### config.mk
export PLATFORM = sky130hd
export DESIGN_NAME = axis_loop_genchk
export DESIGN_NICKNAME = d
export VERILOG_FILES = /design/src/rtl/axis_loop_genchk.sv
export SDC_FILE = /design/constraint.sdc
export NUM_CORES = 1
export LEC_CHECK = 0
export BUFFER_PORTS_ARGS = -buffer_cell sky130_fd_sc_hd__buf_2
export CAP_MARGIN = 5
export CELL_PAD_IN_SITES_DETAIL_PLACEMENT = 0
export CELL_PAD_IN_SITES_GLOBAL_PLACEMENT = 1
export CORE_MARGIN = 4
export CORE_UTILIZATION = 45
export CTS_BUF_LIST = sky130_fd_sc_hd__clkbuf_8 sky130_fd_sc_hd__clkbuf_16
export DETAILED_ROUTE_END_ITERATION = 6
export PLACE_DENSITY = 0.71
export SLEW_MARGIN = 20
export SYNTH_ARGS = -nofsm -noshare
export SYNTH_HDL_FRONTEND = slang
export SYNTH_SLANG_ARGS = --single-unit
### constraint.sdc
create_clock -name USER_CLK -period 10.6 [get_ports USER_CLK]
set_clock_uncertainty 0.15 [all_clocks]
set_input_delay 2.12 -clock USER_CLK [delete_from_list [all_inputs] [get_ports USER_CLK]]
set_output_delay 2.12 -clock USER_CLK [all_outputs]
set_load 0.02 [all_outputs]
### src/rtl/axis_loop_genchk.sv
// axis_loop_genchk: per-lane AXI4-Stream loopback FIFO or LFSR frame generator/checker
module axis_loop_genchk #(
    parameter int          DATA_WIDTH    = 32,
    parameter int          FIFO_DEPTH    = 16,
    parameter int          FRAME_LEN     = 16,
    parameter int          ERR_CNT_WIDTH = 8,
    parameter logic [15:0] LFSR_SEED     = 16'hABCD
) (
    input  logic                          USER_CLK,
    input  logic                          RESET_N,
    input  logic                          CHANNEL_UP,
    input  logic                          MODE,
    input  logic                          AXI4_S_IP_TREADY,
    output logic [DATA_WIDTH-1:0]         AXI4_S_OP_TDATA,
    output logic [DATA_WIDTH/8-1:0]       AXI4_S_OP_TKEEP,
    output logic                          AXI4_S_OP_TLAST,
    output logic                          AXI4_S_OP_TVALID,
    input  logic [DATA_WIDTH-1:0]         AXI4_S_IP_TX_TDATA,
    input  logic [DATA_WIDTH/8-1:0]       AXI4_S_IP_TX_TKEEP,
    input  logic                          AXI4_S_IP_TX_TLAST,
    input  logic                          AXI4_S_IP_TX_TVALID,
    output logic [ERR_CNT_WIDTH-1:0]      ERR_COUNT,
    output logic                          OVERFLOW,
    output logic [$clog2(FIFO_DEPTH):0]   FIFO_LEVEL
);
    localparam int KW = DATA_WIDTH / 8;
    localparam int AW = $clog2(FIFO_DEPTH);
    localparam int BW = DATA_WIDTH + KW + 1;
    localparam int CW = $clog2(FRAME_LEN + 1);
    localparam logic [CW-1:0] LAST_CNT = CW'(FRAME_LEN - 1);

    typedef enum logic {IDLE, SEND} state_t;

    function automatic logic [15:0] lfsr_step(input logic [15:0] s);
        return {s[14:0], s[15] ^ s[4] ^ s[3] ^ s[2]};
    endfunction

    state_t state;
    logic up_q, mode_q, mode_cur, lb, gc;
    logic [15:0] gen_lfsr, chk_lfsr;
    logic [CW-1:0] gen_cnt, chk_cnt;
    logic [BW-1:0] mem [FIFO_DEPTH];
    logic [AW-1:0] wr_ptr, rd_ptr;
    logic fifo_empty, fifo_full, push_req, push, pop, tx_valid, chk_err;
    logic [BW-1:0] tx_beat;

    assign mode_cur   = (CHANNEL_UP && !up_q) ? MODE : mode_q;
    assign lb         = CHANNEL_UP && !mode_cur;
    assign gc         = CHANNEL_UP && mode_cur;
    assign fifo_empty = FIFO_LEVEL == '0;
    assign fifo_full  = FIFO_LEVEL == (AW+1)'(FIFO_DEPTH);
    assign pop        = lb && !fifo_empty && AXI4_S_IP_TREADY;
    assign push_req   = lb && AXI4_S_IP_TX_TVALID;
    assign push       = push_req && (!fifo_full || pop);
    assign chk_err    = AXI4_S_IP_TX_TDATA != {(DATA_WIDTH/16){chk_lfsr}} ||
                        AXI4_S_IP_TX_TLAST != (chk_cnt == LAST_CNT) ||
                        AXI4_S_IP_TX_TKEEP != '1;
    assign tx_valid   = mode_q ? state == SEND : !fifo_empty;
    assign tx_beat    = mode_q ? {{(DATA_WIDTH/16){gen_lfsr}}, {KW{1'b1}}, gen_cnt == LAST_CNT} : mem[rd_ptr];
    assign AXI4_S_OP_TVALID = tx_valid;
    assign {AXI4_S_OP_TDATA, AXI4_S_OP_TKEEP, AXI4_S_OP_TLAST} = tx_valid ? tx_beat : '0;

    always_ff @(posedge USER_CLK)
        if (push) mem[wr_ptr] <= {AXI4_S_IP_TX_TDATA, AXI4_S_IP_TX_TKEEP, AXI4_S_IP_TX_TLAST};

    always_ff @(posedge USER_CLK or negedge RESET_N) begin
        if (!RESET_N) begin
            state      <= IDLE;
            up_q       <= 1'b0;
            mode_q     <= 1'b0;
            gen_lfsr   <= LFSR_SEED;
            chk_lfsr   <= LFSR_SEED;
            gen_cnt    <= '0;
            chk_cnt    <= '0;
            wr_ptr     <= '0;
            rd_ptr     <= '0;
            FIFO_LEVEL <= '0;
            ERR_COUNT  <= '0;
            OVERFLOW   <= 1'b0;
        end else begin
            up_q     <= CHANNEL_UP;
            mode_q   <= mode_cur;
            OVERFLOW <= OVERFLOW || (push_req && fifo_full && !pop);
            if (gc && AXI4_S_IP_TX_TVALID && chk_err && ERR_COUNT != '1)
                ERR_COUNT <= ERR_COUNT + ERR_CNT_WIDTH'(1);
            if (!CHANNEL_UP) begin
                state      <= IDLE;
                gen_lfsr   <= LFSR_SEED;
                chk_lfsr   <= LFSR_SEED;
                gen_cnt    <= '0;
                chk_cnt    <= '0;
                wr_ptr     <= '0;
                rd_ptr     <= '0;
                FIFO_LEVEL <= '0;
            end else begin
                wr_ptr     <= wr_ptr + AW'(push);
                rd_ptr     <= rd_ptr + AW'(pop);
                FIFO_LEVEL <= FIFO_LEVEL + (AW+1)'(push) - (AW+1)'(pop);
                if (mode_cur) state <= SEND;
                if (state == SEND && AXI4_S_IP_TREADY) begin
                    gen_lfsr <= lfsr_step(gen_lfsr);
                    gen_cnt  <= gen_cnt == LAST_CNT ? '0 : gen_cnt + CW'(1);
                end
                if (gc && AXI4_S_IP_TX_TVALID) begin
                    chk_lfsr <= lfsr_step(chk_lfsr);
                    chk_cnt  <= chk_cnt == LAST_CNT ? '0 : chk_cnt + CW'(1);
                end
            end
        end
    end
endmodule

# ---- After elaboration in Yosys (flattened, before gate mapping)
# Memory sizes are Yosys's and may differ from the RTL's.
# Index checks and enable logic that the tools add are counted.
dict set report totals {
  inputBits 43
  mem_bits_rw 592
  memories 1
  output_inout_bits 52
  elab_cells 80
  regBits 67
}
dict set report op_classes {
  bitwise 6
  n_eq_ne 10
  add_sub_neg 7
  reduce_logical 23
  muxes 21
}
# name depth word_bits read_ports rd_ports_with_merged_regs wr line
set mem_list {}
lappend mem_list {mem 16 37 1 0 1 42} ;# logic [BW-1:0] mem [FIFO_DEPTH];
# cell count
set ops {}
lappend ops {{37-bit 2-to-1 mux} 2}
lappend ops {{16-bit 2-to-1 mux} 4}
lappend ops {{5-bit 2-to-1 mux} 7}
lappend ops {{32-bit != test} 1}
lappend ops {{1-bit logical AND} 13}
lappend ops {{5-bit by 1-bit adder with 5-bit output, second input constant} 2}
lappend ops {{5-bit by 4-bit equality test with 1-bit output, second input constant} 2}
lappend ops {{4-bit by 1-bit adder with 4-bit output} 2}
lappend ops {{8-bit by 1-bit adder with 8-bit output, second input constant} 1}
lappend ops {{4-bit 2-to-1 mux} 2}
lappend ops {{8-bit != test, second input constant} 1}
lappend ops {{1-bit 2-to-1 mux} 6}
lappend ops {{2-bit by 1-bit != test with 1-bit output, second input constant} 3}
lappend ops {{1-bit XOR} 6}
lappend ops {{5-bit by 1-bit adder with 5-bit output} 1}
lappend ops {{5-bit equality test, second input constant} 1}
lappend ops {{1-bit logical NOT} 5}
lappend ops {{5-bit logical NOT} 1}
lappend ops {{5-bit by 1-bit subtractor with 5-bit output} 1}
lappend ops {{1-bit logical OR} 4}
lappend ops {{4-bit != test, second input constant} 1}
lappend ops {{1-bit != test} 1}

# ---- Longest topological paths before layout
# Gate-level depths: netlist of run 1.
dict set report logic_depth {
  depth_word 12
  depth_mapped 14
}

# ---- Least setup slack after synthesis of run 1
# Ideal clock, no wire load.
dict set report synth_path {
  kind {input to register}
  startpoint {in MODE}
  endpoint {mem mem[0][0] in the netlist's numbering (enable)}
  t_required_ns 9.973
  slack_ns 4.570
  setup_ns 0.477
  n_path_buf 0
  stages 5
  arrival_time_ns 5.403
  cell_sequence {mux2i_1 > and2_1 > nand3_1 > or3_1 > nor3_1}
}
dict set report synth_between {
  elab_chain_cells 9
  elab_cells_between_ends 10
}
# item line
set synth_lines {}
lappend synth_lines {{from (decl)} 12} ;# input logic MODE,
lappend synth_lines {{1-bit 2-to-1 mux (*)} 47} ;# assign mode_cur = (CHANNEL_UP && !up_q) ? MODE : mode_q;
lappend synth_lines {{1-bit logical NOT (*)} 48} ;# assign lb = CHANNEL_UP && !mode_cur;
lappend synth_lines {{1-bit logical AND (*)} 48}
lappend synth_lines {{1-bit logical AND (2 in series)} 52} ;# assign pop = lb && !fifo_empty && AXI4_S_IP_TREADY;
lappend synth_lines {{1-bit logical OR} 54} ;# assign push = push_req && (!fifo_full || pop);
lappend synth_lines {{1-bit logical AND (*)} 54}
lappend synth_lines {{1-bit 2-to-1 mux (*)} 64} ;# if (push) mem[wr_ptr] <= {AXI4_S_IP_TX_TDATA, AXI4_S_IP_TX_TKEEP, AXI4_S_IP_TX_TLAST};
lappend synth_lines {{1-bit 2-to-1 mux (implied by the code) (*)} 64}
lappend synth_lines {{to (decl)} 42}
# Every way passes the cells marked *; elsewhere a longest branch is shown, timed or not.

# ---- Worst setup path in the final report of run 1
dict set report layout_path {
  startpoint {reg rd_ptr[0]}
  endpoint {out AXI4_S_OP_TDATA[2]}
}
dict set report layout_between {
  elab_chain_cells 3
}
# item line
set layout_lines {}
lappend layout_lines {{from (decl)} 43} ;# logic [AW-1:0] wr_ptr, rd_ptr;
lappend layout_lines {{from (signal assigned)} 97} ;# rd_ptr <= rd_ptr + AW'(pop);
lappend layout_lines {{memory read 16 x 37 bit} n/a}
lappend layout_lines {{37-bit 2-to-1 mux} 59} ;# assign tx_beat = mode_q ? {{(DATA_WIDTH/16){gen_lfsr}}, {KW{1'b1}}, gen_cnt == LAST_CNT} : mem[rd_ptr];
lappend layout_lines {{37-bit 2-to-1 mux} 61} ;# assign {AXI4_S_OP_TDATA, AXI4_S_OP_TKEEP, AXI4_S_OP_TLAST} = tx_valid ? tx_beat : '0;
lappend layout_lines {{to (decl)} 14} ;# output logic [DATA_WIDTH-1:0] AXI4_S_OP_TDATA,
# Every way passes these cells.

==> results of run 1 <==
[worst max-delay path: stages, from the launching register on]
cell and delay (ns):
dfrtp_4 1.07, buf_4 0.84, mux4_2 0.59, mux4_2 0.53
clkinv_1 0.07, o21ai_1 0.13, buf_2 0.25
[cell usage after synthesis (all sizes together) (8+ instances only)]
master,count
dfstp,20
nand2,96
a21boi,16
ha,13
buf,29
xnor2,34
edfxtp,592
mux4,185
dfrtp,47
clkbuf,37
inv,12
nand3,34
nand4,8
nor2,27
clkinv,30
o21ai,35
and3,8
and2,17
[final cells by class]
class | instances | area, um2
repair buffers | 120 | 678
flip-flops and latches | 659 | 19500
diodes | 4 | 10.0
clock buffers | 77 | 1880
well taps | 765 | 957
multi-input cells | 537 | 6410
fillers | 4575 | 27800
clock inverters | 49 | 392
inverters | 42 | 158
[worst min path at each step]
stage,end
2_1_floorplan,gen_lfsr[7]
3_3_place_gp,OVERFLOW
3_5_place_dp,OVERFLOW
4_1_cts,OVERFLOW
5_1_grt,OVERFLOW
6_report,OVERFLOW
[sequential cells by signal (all words and copies together), names as in the netlist]
signal      flops
state           1
mode_q          1
OVERFLOW        1
chk_lfsr       16
gen_cnt         5
up_q            1
ERR_COUNT       8
gen_lfsr       16
mem           592
FIFO_LEVEL      5
chk_cnt         5
rd_ptr          4
wr_ptr          4
[kinds of logic after synthesis]
kind of cell,after synthesis,synth area share (%)
multiplexers,191,16.2
XOR/XNOR,39,1.30
AND/OR/NAND/NOR,221,4.03
buffers and inverters,108,2.07
AO/OA/AOI/OAI,72,1.73
flip-flops,659,74.0
adder cells (fa/ha/maj),14,0.694
[through the flow]
stage	std cells	setup WS (ns)	utilization [%]	instance area, um2
finish	2253	4.19	51.9	30000
floorplan	1304	4.57	-	26300
CTS	2248	4.03	51.8	29900
global route	2251	3.82	51.8	30000
detailed placement	2122	4.66	47.9	27700
global placement	2122	4.68	47.9	27700
[report_power, final]
group	switching [uW]	internal (uW)
Clock	980	1420
Combinational	380	256
Sequential	56.3	2880
[layer usage]
metal | share of wire, % | vias to the layer above
li1 | - | 5496
met5 | 0.066 | -
met4 | 2.1 | 6
met3 | 7.6 | 96
met1 | 42 | 6935
met2 | 48 | 497
==> run metrics, run 1 <==
Port Buffer Count=94; Final Wtd Congestion=0.756; class of the worst hold path=reg -> reg; Setup crit end=AXI4_S_OP_TDATA[2]; Vias=13000; max frequency=156 MHz; WL/cell=27.6 um; root buffer cell=clkbuf_16; antenna violations before repair=8; max-cap violation count=0; Placeable Area=57800 um2; Yosys top cell area share=67.6%; Critical Path Sink Type=output pin; routing usage on met2=31.9%; TNS Setup=0 ns; DR iter-0 viols=1295; Ports=95; Syn-to-layout area delta=13.9%; leak pwr=0.00982 uW; number of remaining DRC errors=0; register area share after synthesis=74.0%; Worst-Margin Slew=1.00 ns; worst endpoint required time=8.33 ns; Rel. slew slack=33.3%; Post-CTS Hold Buffers=0; All-Layer GR Usage=20.1%; final period utilization=60.5%; total power=5970 uW; hold_ws=0.326 ns; M1 GR Usage=28.9%; M3 GR Usage=3.93%; post-detail-place hpwl=33100 um; largest net degree at the start of global routing=68; shortest period the worst path allows=6.41 ns; num rows=88; Clock transition at path regs=0.06 ns; Hold Crit Start=OVERFLOW; grt peak-use layer=met2; final WL=62100 um; global route overflow=0; Fin. Hold Viols=0; DR vias/cell=5.78; Mapped Avg Cell Area=20.2 um2; Yosys cell types=52; post-route ant nets=0; Final Setup Violations=0; Clock Sinks=659; #FFs+latches synth=659; 1st-pass router iterations=5; Die Footprint=62400 um2; status=finished, final reports clean; RSZ-0062 raised after global routing=false; layout cells sized above 1=29.9%; via count of the first global-routing pass=13300; Async S/R FF share, synth=10.2%; Yosys top cell by area=edfxtp_1; Resize count post-CTS=0; Setup CP Type=reg -> out; Slew Viols, Final=0; Starting Density=45.5%; Die W=250 um; maximum clock insertion buffer count=3; Top FF cell, synth=edfxtp_1; Post-synth EDFFs=592; Cell Area, Synth=26300 um2; Post-CTS Setup Bufs=0; Synth area leaders=edfxtp_1 68%, mux4_2 15%, dfrtp_1 4.5%, dfstp_2 2.0%, nand2_1 1.4%; commonest non-fill, non-tap cells in the layout=592 x edfxtp_1, 180 x mux4_2, 96 x nand2_1; Setup crit start=rd_ptr[0]; Critical R2R Launch=mode_q; R2R Path End=mem[8][8]; CTS tree=built; Crit Path Max Fanout=48; most common cell after layout, fill and taps aside=edfxtp_1; Worst R2R Setup Slack=7.29 ns; CP Data Arrival Time=4.14 ns; peak supply drop=0.000139 V; synthesized net count=1361; worst-case reg-to-reg path depth=6; first-pass GRT wire length=91700 um; H-tree depth=3; Worst Setup Start Kind=register; Synth Instances=1304; Clock Latency Late Sink=0.60 ns; Hold Path Depth=1; Synth warnings=0; die height=250 um; final net count=1487; TritonCTS Buffers=70; P per Cell Area=199 nW/um2
(Power assumes the default switching activity.)
==> inputs of run 2 (changes only) <==
--- a/config.mk
+++ b/config.mk
@@ -5,6 +5,7 @@
 export SDC_FILE = /design/constraint.sdc
 export NUM_CORES = 1
 export LEC_CHECK = 0
+export ABC_AREA = 1
 export BUFFER_PORTS_ARGS = -buffer_cell sky130_fd_sc_hd__buf_2
 export CAP_MARGIN = 5
 export CELL_PAD_IN_SITES_DETAIL_PLACEMENT = 0
@@ -13,7 +14,7 @@
 export CORE_UTILIZATION = 45
 export CTS_BUF_LIST = sky130_fd_sc_hd__clkbuf_8 sky130_fd_sc_hd__clkbuf_16
 export DETAILED_ROUTE_END_ITERATION = 6
-export PLACE_DENSITY = 0.71
+export PLACE_DENSITY = 0.77
 export SLEW_MARGIN = 20
 export SYNTH_ARGS = -nofsm -noshare
 export SYNTH_HDL_FRONTEND = slang
==> constraint.sdc (replaced) <==
create_clock -name USER_CLK -period 5.5 [get_ports USER_CLK]
set_clock_uncertainty 0.15 [all_clocks]
set_input_delay 1.1 -clock USER_CLK [delete_from_list [all_inputs] [get_ports USER_CLK]]
set_output_delay 1.1 -clock USER_CLK [all_outputs]
set_load 0.02 [all_outputs]
==> run 2 against run 1 <==
Net effect:
- count of clock-buffer cells in the layout shrank 3
- sequential power grew 91%
- critical path depth grew 3
- design area grew 2.8%
- largest power group unchanged
==> run metrics, run 2 <==
Worst-Margin Slew=1.04 ns; TritonCTS Buffers=69; Die Footprint=64200 um2; first-pass GRT wire length=111000 um; Slew Viols, Final=0; Port Buffer Count=94; global route overflow=0; Cell Area, Synth=27100 um2; root buffer cell=clkbuf_16; antenna violations before repair=0; Most common cell on crit path=nand2_1; final period utilization=85.7%; Resize count post-CTS=0; Placeable Area=59400 um2; Synth Instances=2239; CP peak stage delay=0.74 ns; Fin. Hold Viols=0; Yosys top cell by area=edfxtp_1; Finished Core Util=51.9%; commonest non-fill, non-tap cells in the layout=592 x edfxtp_1, 463 x nor2_1, 311 x o21ai_0; post-detail-place hpwl=45400 um; critical-path cell list=inv_2 -> buf_4 -> o21ai_0 -> o211ai_1 -> nand3_1 -> nand2_1 -> nand2_1 -> a21oi_1 -> buf_2; Top FF cell, synth=edfxtp_1; Rel. slew slack=30.4%; P per Cell Area=389 nW/um2; die height=253 um; Synth area leaders=edfxtp_1 66%, nor2_1 6.6%, o21ai_0 5.7%, dfrtp_1 4.3%, o211ai_1 4.0%; class of the worst hold path=reg -> reg; Top reg by flops=mem; worst endpoint required time=4.25 ns; final net count=2372; Critical Path Sink Type=output pin; DR iter-0 viols=2053; Syn-to-layout area delta=13.7%; CTS tree=built; Yosys cell types=33; synthesized net count=2296; largest net degree at the start of global routing=94; Final Setup Violations=0; H-tree depth=3; Hold Path Depth=1; 1st-pass router iterations=5; Setup CP Type=reg -> out; Vias=18100; Clock Sinks=659; Ports=95; Setup crit end=AXI4_S_OP_TDATA[28]; Async S/R FF share, synth=10.2%; Post-synth EDFFs=592; most common cell after layout, fill and taps aside=edfxtp_1; Final Wtd Congestion=0.851; max reg flops=592; Post-CTS Setup Bufs=0; register area share after synthesis=71.9%; Clock transition at path regs=0.06 ns; Crit Path Max Fanout=58; number of remaining DRC errors=0; Critical R2R Launch=mode_q; RSZ-0062 raised after global routing=false; Starting Density=45.7%; maximum clock insertion buffer count=3; Worst R2R Setup Slack=2.15 ns; total power=12000 uW; DR vias/cell=5.77; TNS Setup=0 ns; via count of the first global-routing pass=17600; #FFs+latches synth=659; post-route ant nets=0; All-Layer GR Usage=23.0%; Die W=253 um; Setup crit start=rd_ptr[1]; R2R Path End=mem[8][11]; Mapped Avg Cell Area=12.1 um2; Synth warnings=0; max-cap violation count=0; CP Data Arrival Time=3.46 ns; Worst Setup Start Kind=register; worst-case reg-to-reg path depth=9; # diodes=0; leak pwr=0.0108 uW; WL/cell=23.7 um; peak supply drop=0.000216 V; Post-CTS Hold Buffers=0; Post-synth top cells=592 x edfxtp_1, 479 x nor2_1, 311 x o21ai_0, 166 x nand2_1, 144 x o211ai_1; Clock Latency Late Sink=0.60 ns; count leader, synth=edfxtp_1; biggest regs=mem: 592 flops, chk_lfsr: 16 flops, gen_lfsr: 16 flops; number of fill cells=5013; shortest period the worst path allows=4.71 ns; layout cells sized above 1=12.2%; status=finished, final reports clean; final WL=74500 um; Yosys top cell area share=65.6%; CP max-delay cell=dfrtp_4; num rows=89; max frequency=212 MHz
## run 2: cell count changes after synthesis, sizes merged, moves of 70 or more
| cell | previous run | this run |
|---|---|---|
| o21ai | 35 | 315 |
| nor2 | 27 | 481 |
| nand2 | 96 | 166 |
| o211ai | 2 | 144 |
| inv | 12 | 90 |
| mux4 | 185 | 0 |
## run 2: layer usage
metal  wire [um]  global-route usage [%]  vias to the layer above
li1            -                       -                     8184
met3        6710                    4.91                      114
met5           0                       0                        -
met4        1900                    6.76                        0
met1       32300                    34.0                     9059
met2       33600                    34.8                      761
## run 2: metrics by stage
stage / instances / instance area, um2 / setup slack, ns / hold WS [ns]
after floorplan: 2239 / 27100 / 1.28 / 0.315
after global placement: 3017 / 28600 / 1.09 / 0.327
after detailed placement: 3017 / 28600 / 1.02 / 0.338
after CTS: 3139 / 30800 / 0.776 / 0.352
after global routing: 3139 / 30800 / 0.631 / 0.372
final: 3139 / 30800 / 0.787 / 0.349
## run 2: cell families (layout without fill, tap and decap cells)
group	after synthesis	after routing	share of synthesized area (%)
AND/OR/NAND/NOR	752	752	11.0
flip-flops	659	659	71.9
AO/OA/AOI/OAI	545	545	11.8
buffers and inverters	227	354	3.31
XOR/XNOR	42	42	1.36
adder cells (fa/ha/maj)	14	14	0.674
## run 2: final cells by class
type / count / area, um2 / area share [%]
clock inverters: 48 / 385 / 1.25
clock buffers: 74 / 1840 / 5.98
well taps: 773 / 967 / 3.14
flip-flops and latches: 659 / 19500 / 63.3
multi-input cells: 1353 / 6840 / 22.2
repair buffers: 141 / 926 / 3.01
inverters: 91 / 349 / 1.13
## run 2: where the power goes
part | switching [uW] | total (uW) | internal (uW)
Sequential | 71.5 | 5620 | 5550
Combinational | 1280 | 1760 | 478
Clock | 1870 | 4600 | 2730
Total | 3220 | 12000 | 8750
## run 2: worst min path at each step
stage,slack (ns),from,endpoint
after floorplan,0.32,chk_cnt[4],chk_cnt[4]
after detailed placement,0.34,ERR_COUNT[5],ERR_COUNT[5]
after global placement,0.33,OVERFLOW,OVERFLOW
after CTS,0.35,gen_lfsr[7],gen_lfsr[7]
final,0.35,OVERFLOW,OVERFLOW
after global routing,0.37,gen_lfsr[11],gen_lfsr[11]
## run 2: worst max-delay path, delay by kind of cell, from the launching register on
family	cells	cell delay, ns
AOI/OAI and AO/OA	3	0.79
buffers and inverters	3	0.94
DFF	1	0.74
and+or+nand+nor	3	0.29
